**src/rtl/instruction_fetch.sv**
```systemverilog
`default_nettype none
// ============================================================================
// Module      : instruction_fetch
// Description : Fetches 2- or 3-byte instructions from byte-wide program
//               memory (high byte first, optional data byte) and holds
//               {inst, data, pc} stable for the decoder while inst_valid.
// Revision    : 1.0 - initial release
// ============================================================================
module instruction_fetch #(
    parameter logic [15:0] RESET_PC = 16'h0000
) (
    input  logic        clk,
    input  logic        rst,
    output logic        mem_rd,
    output logic [15:0] mem_addr,
    input  logic        mem_ready,
    input  logic [7:0]  mem_rdata,
    output logic [15:0] inst,
    output logic [7:0]  data,
    output logic        inst_valid,
    output logic [15:0] pc,
    input  logic        advance,
    input  logic        pc_load,
    input  logic [15:0] pc_in
);

    typedef enum logic [2:0] {
        IDLE       = 3'd0,
        FETCH_HI   = 3'd1,
        FETCH_LO   = 3'd2,
        FETCH_DATA = 3'd3,
        VALID      = 3'd4
    } state_t;

    state_t      r_state;
    state_t      w_state_next;
    logic [15:0] r_pc;
    logic [15:0] r_mem_addr;
    logic [15:0] r_inst;
    logic [7:0]  r_data;
    logic        r_has_data;
    logic        w_need_data;
    logic [15:0] w_len;

    // The data-byte decision depends only on the high byte, already captured
    // by the time the low byte arrives: class 2'b10 with sub-op bits 10:9 = 01.
    assign w_need_data = (r_inst[15:14] == 2'b10) && (r_inst[10:9] == 2'b01);
    assign w_len       = r_has_data ? 16'd3 : 16'd2;

    // State register
    always_ff @(posedge clk or posedge rst) begin
        if (rst) begin
            r_state <= IDLE;
        end else begin
            r_state <= w_state_next;
        end
    end

    // Next-state and handshake outputs; a branch redirect overrides everything
    always_comb begin
        w_state_next = r_state;
        mem_rd       = 1'b0;
        inst_valid   = 1'b0;
        case (r_state)
            IDLE: begin
                w_state_next = FETCH_HI;
            end
            FETCH_HI: begin
                mem_rd = 1'b1;
                if (mem_ready) begin
                    w_state_next = FETCH_LO;
                end
            end
            FETCH_LO: begin
                mem_rd = 1'b1;
                if (mem_ready) begin
                    w_state_next = w_need_data ? FETCH_DATA : VALID;
                end
            end
            FETCH_DATA: begin
                mem_rd = 1'b1;
                if (mem_ready) begin
                    w_state_next = VALID;
                end
            end
            VALID: begin
                inst_valid = 1'b1;
                if (advance) begin
                    w_state_next = FETCH_HI;
                end
            end
            default: begin
                w_state_next = IDLE;
            end
        endcase
        if (pc_load) begin
            w_state_next = FETCH_HI;
        end
    end

    // Datapath: byte capture, read address sequencing and PC update
    always_ff @(posedge clk or posedge rst) begin
        if (rst) begin
            r_pc       <= RESET_PC;
            r_mem_addr <= RESET_PC;
            r_inst     <= 16'h0000;
            r_data     <= 8'h00;
            r_has_data <= 1'b0;
        end else if (pc_load) begin
            // Any byte returned in this cycle belongs to the abandoned stream
            r_pc       <= pc_in;
            r_mem_addr <= pc_in;
        end else begin
            case (r_state)
                FETCH_HI: begin
                    if (mem_ready) begin
                        r_inst[15:8] <= mem_rdata;
                        r_mem_addr   <= r_pc + 16'd1;
                    end
                end
                FETCH_LO: begin
                    if (mem_ready) begin
                        r_inst[7:0] <= mem_rdata;
                        if (w_need_data) begin
                            r_mem_addr <= r_pc + 16'd2;
                            r_has_data <= 1'b1;
                        end else begin
                            r_data     <= 8'h00;
                            r_has_data <= 1'b0;
                        end
                    end
                end
                FETCH_DATA: begin
                    if (mem_ready) begin
                        r_data <= mem_rdata;
                    end
                end
                VALID: begin
                    if (advance) begin
                        r_pc       <= r_pc + w_len;
                        r_mem_addr <= r_pc + w_len;
                    end
                end
                default: begin
                end
            endcase
        end
    end

    assign mem_addr = r_mem_addr;
    assign inst     = r_inst;
    assign data     = r_data;
    assign pc       = r_pc;

endmodule
`default_nettype wire

```
**config.mk**
```make
export PLATFORM = sky130hd
export DESIGN_NAME = instruction_fetch
export DESIGN_NICKNAME = d
export VERILOG_FILES = /design/src/rtl/instruction_fetch.sv
export SDC_FILE = /design/constraint.sdc
export NUM_CORES = 1
export LEC_CHECK = 0
export ABC_AREA = 1
export CORE_ASPECT_RATIO = 0.7
export CORE_MARGIN = 4
export CORE_UTILIZATION = 45
export CTS_CLUSTER_SIZE = 25
export DETAILED_ROUTE_END_ITERATION = 6
export PLACE_DENSITY = 0.73
export SKIP_CTS_REPAIR_TIMING = 1
export SLEW_MARGIN = 20
export SYNTH_ARGS = -nofsm -noshare
export SYNTH_HDL_FRONTEND = slang
export SYNTH_SLANG_ARGS = --single-unit
```
**constraint.sdc**
```tcl
create_clock -name clk -period 2.55 [get_ports clk]
set_clock_uncertainty 0.1 [all_clocks]
set_input_delay 0.3825 -clock clk [delete_from_list [all_inputs] [get_ports clk]]
set_output_delay 0.3825 -clock clk [all_outputs]
set_load 0.05 [all_outputs]
```
==> Word-level counts from Yosys, hierarchy flattened <==
Cells that the tools add are included.
{ "classes": {"n_reduce_logical": 13, "n_shift": 0, "n_mux": 23, "bitwise_logic": 1, "order_cmp": 0, "div": 0, "n_eq_ne": 14, "n_mul": 0, "addsub": 3} }
{ "op_table": {"columns": ["cell", "count"], "rows": [
  ["$mux W16", 7],
  ["$pmux W16 S3", 1],
  ["$mux W8", 3],
  ["$mux W3", 6],
  ["$add A16 B1 Y16 const B", 1],
  ["$add A16 B2 Y16", 1],
  ["$add A16 B2 Y16 const B", 1],
  ["$pmux W8 S2", 1],
  ["$ne A3 B3 Y1 const B", 5],
  ["$pmux W3 S5", 1],
  ["$reduce_and A5 Y1", 2],
  ["$eq A3 B2 Y1 const B", 2],
  ["$ne A2 B2 Y1 const B", 3],
  ["$reduce_and A3 Y1", 2],
  ["$reduce_bool A2 Y1", 3],
  ["$mux W1", 4],
  ["$reduce_and A4 Y1", 1],
  ["$reduce_bool A4 Y1", 1],
  ["$eq A3 B1 Y1 const B", 1],
  ["$eq A3 B3 Y1 const B", 1],
  ["$logic_not A3 Y1", 1],
  ["$reduce_or A3 Y1", 1],
  ["$eq A2 B1 Y1 const B", 1],
  ["$eq A2 B2 Y1 const B", 1],
  ["other kinds (3)", 3]
]} }
{ "word_totals": {"word_cells": 61, "output_inout_bits": 58, "mem_bits_rw": 0, "romBits": 0, "memories": 0, "input_bits": 29, "ff_bits": 60, "latchBits": 0} }

==> Longest topological paths before layout <==
{ "depth": {"depth_word": 6, "ltp_mapped": 13, "ltp_nobuf": 13} }

==> Worst setup path after synthesis <==
No wires, ideal clock.
{ "synth_timing": {"path_kind": "flip-flop to flip-flop", "start": "register r_pc[0] (netlist: pc[0])", "end": "register r_mem_addr[10] (netlist: mem_addr[10])", "n_path_buf": 0, "t_arrival_ns": 2.015, "setup_time_ns": 0.073, "period_less_slack_ns": 2.187, "path_slack_ns": 0.363, "path_stages_with_launch": 12, "required_time_ns": 2.377, "cell_sequence": "dfrtp_1 ha_1 inv_1 ha_1 nor2_2 nand2_1 nor2_1 xor2_1 nand2_1 nand2_1 nand2_1 a21boi_2"} }
{ "synth_between": {"elab_chain_cells": 5, "word_cells_on_any_way": 9, "cone_classes": "3 x add/sub; 6 x mux"} }
{ "synth_rtl": {"columns": ["element", "line_no", "rtl"], "rows": [
  ["start, declared", "37", "logic [15:0] r_pc;"],
  ["start signal, assigned", "111", "r_pc <= pc_in;"],
  ["start signal, assigned", "140", "r_pc <= r_pc + w_len;"],
  ["$add A16 B2 Y16", "125", "r_mem_addr <= r_pc + 16'd2;"],
  ["$mux W16", "124", "if (w_need_data) begin"],
  ["$mux W16", "122", "if (mem_ready) begin"],
  ["$pmux W16 S3 (*)", "114", "case (r_state)"],
  ["$mux W16 (*)", "109", "end else if (pc_load) begin"],
  ["end signal, assigned", "112", "r_mem_addr <= pc_in;"],
  ["end signal, assigned", "118", "r_mem_addr <= r_pc + 16'd1;"],
  ["end signal, assigned", "125", null],
  ["end, declared", "38", "logic [15:0] r_mem_addr;"]
]} }
Mark *: on every way between the ends. The rest lies on a longest branch, timed or not. The select of a mux whose other input is x is not followed.
A chain may end at the register's enable or synchronous reset.

==> Worst setup path in the final report <==
{ "layout_timing": {"start": "register r_state[0]", "end": "output port mem_rd"} }
{ "layout_between": {"elab_chain_cells": 3, "word_cells_on_any_way": 5, "cone_classes": "3 x eq/ne; 1 x mux; 1 x reduce/logical"} }
{ "layout_rtl": {"columns": ["element", "line_no", "rtl"], "rows": [
  ["start, declared", "35", "state_t r_state;"],
  ["start signal, assigned", "55", "r_state <= w_state_next;"],
  ["$eq A3 B2 Y1 / $eq A3 B1 Y1 (equally long branches)", "64", "case (r_state)"],
  ["$reduce_or A3 Y1 (no line) (*)", null, null],
  ["$mux W1 (*)", "64", null],
  ["end, declared", "14", "output logic mem_rd,"]
]} }
Mark *: on every way between the ends. The rest lies on a longest branch, timed or not.

==> run metrics <==
RD Place Congestion=0.968; Sw Pwr=3170 µW; initial antenna violation count=0; Synth-to-Final Area Change=32.6%; CTS max path bufs=2; Hold/Removal Path Class=in2async; Seq pwr share=26.1%; Root Buffer Master=clkbuf_16; multi-input combinational cell area=1990 µm²; total wire length=12700 µm; WL/cell=17.2 µm; Setup-failing EPs final=0; leading area contributor after synthesis=dfrtp_1; crit end category=primary output; number of synthesized flops with an enable pin=0; hpwl dp=9390 µm; Worst EP required=2070 ps; antenna viol nets, final=0; peak supply drop=762 µV; Final Hold Viols=0; worst rel slew slack=52.0%; starting density of the core=47.5%; CTS clk-pin slew, worst paths=50 ps; layout filler cell count=738; crit path kind=reg2out; Max Cap Viol=0; first drt pass iteration count=5; Design Area, Final=5060 µm²; num ports=87; share of post-route cells with drive strength above 1=8.49%; Peak Freq=0.432 GHz; Post-synth ARST share=100%; grt ovf=0; Yosys cell types=39; synth cell count leaders=nand2_1 (164), dfrtp_1 (60), nand3_1 (58); Static Leak=0.00241 µW; Clk pwr share=19.0%; crit start category=register; Syn Std Cell Area=3820 µm²; TritonCTS clock tree=built; PwrDens=1250 nW/µm²; Final period util=90.9%; fin worst setup slack=233 ps; top cells by area, synth=dfrtp_1 (39%), nand2_1 (16%), nand3_1 (7.6%); core box area=8040 µm²; Nets=666; CP Max Fanout=4; RSZ-0062 raised after global routing=false; H-tree Lvls=3; aggregate negative setup slack=0 ps; Clock Sink Count=60; Buffers on Ports=86; minimum clock period after layout=2320 ps; vias in the first global route=3895; Tot GR Track Use=26.0%; Iteration-0 DRC Markers=508; post-synthesis area per instance=7.03 µm²; via count=4051; Cell Int Power=3180 µW; die area=10000 µm²; CTS Buf Count=9; clk_lat worst skew=340 ps; status=complete, no violations; DP Worst Slack=257 ps; #FFs+latches synth=60; largest net degree at the start of global routing=61; Worst-Margin Slew=715 ps; Vias/cell=5.50; Syn Nets=577; DRC viols=0; Die W=118 µm; first-pass GRT wire length=20600 µm; row count=27; combinational share of power=54.9%; Top FF cell, synth=dfrtp_1; ant diodes=0; CP arrival=1830 ps; Die Y=85.0 µm; Reg area=1500 µm²; Core Util, Final=62.9%; Yosys top cell area share=39.3%; Syn Inst Count=543; placed standard-cell area=4770 µm²; Synth Warn #=0; Pins Over Slew Limit=0; Sw Ratio=49.9%; sequential-to-total area share from yosys stat=39.3%; most frequent cell after synthesis=nand2_1
cells by family after synthesis:
kind of cell    share of synthesized area [%]
compound gates                           14.0
fa+ha+maj                                1.64
flops                                    39.3
xor+xnor                                 2.52
simple gates                             33.9
buf+inv                                  8.62
power by group through the flow:
stage	combinational [µW]	sequential (µW)	clock, µW
2_1_floorplan	1160	2830	0
3_3_place_gp	3430	1650	0
3_5_place_dp	3460	1650	0
4_1_cts	3480	1650	1230
5_1_grt	3720	1710	1270
6_report	3480	1650	1210
per-layer routing:
metal	track usage (%)	part of all wire, %
met5	0	0
met4	7.34	1.5
met1	40.3	50
met3	6.80	9.3
met2	35.3	40
path summary, 6_finish.rpt:
path                             from           to  slack [ps]  cells past startpoint
max reg2reg                     pc[2]  mem_addr[3]         290                      8
min reg2reg                   data[3]      data[3]         380                      2
min                               rst      data[1]         330                      3
max in group asynchronous         rst        pc[2]        1750                      3
min in group clk              data[3]      data[3]         380                      2
max                        r_state[0]       mem_rd         230                      3
sequential cells by signal (all words and copies together) (netlist names):
signal      flops
pc             16
data            8
r_state         3
mem_addr       16
inst           16
r_has_data      1
area by class of cell:
class | instances | area share (%)
Timing Repair Buffer | 94 | 18.4
Tap cell | 101 | 2.50
Clock buffer | 9 | 4.45
Clock inverter | 6 | 1.31
Inverter | 60 | 4.45
Sequential cell | 60 | 29.7
Multi-Input combinational cell | 407 | 39.2
metrics by stage:
step / hold WS (ps) / std cells / power (µW)
global placement: 366 / 722 / 5080
CTS: 342 / 737 / 6350
global route: 368 / 737 / 6700
finish: 332 / 737 / 6340
detailed placement: 365 / 722 / 5110
floorplan: 357 / 543 / 4000
worst max-delay path: stages, from the launching register on:
cell	delay (ps)
dfrtp_1	430
nor2_2	100
nor2_1	140
clkdlybuf4s50_1	830
placed cells by master (no fill, tap or decap), drive strengths merged:
cell type      Yosys  final
o21ai             55     55
dfrtp             60     60
nand4              9      9
a22oi              6      6
bufinv             0      1
clkdlybuf4s50      0     85
nand3             59     59
nand2            169    169
ha                 5      5
xor2              11     11
a31oi              5      5
clkinv             1      3
clkbuf             4      9
inv               59     59
buf               12      9
nor4               1      1
o22ai              1      1
clkinvlp           0      3
nor2              53     53
o21a               2      2
a21boi             5      5
nor3               2      2
or2                3      3
a21oi             21     21
(Power assumes the default switching activity.)
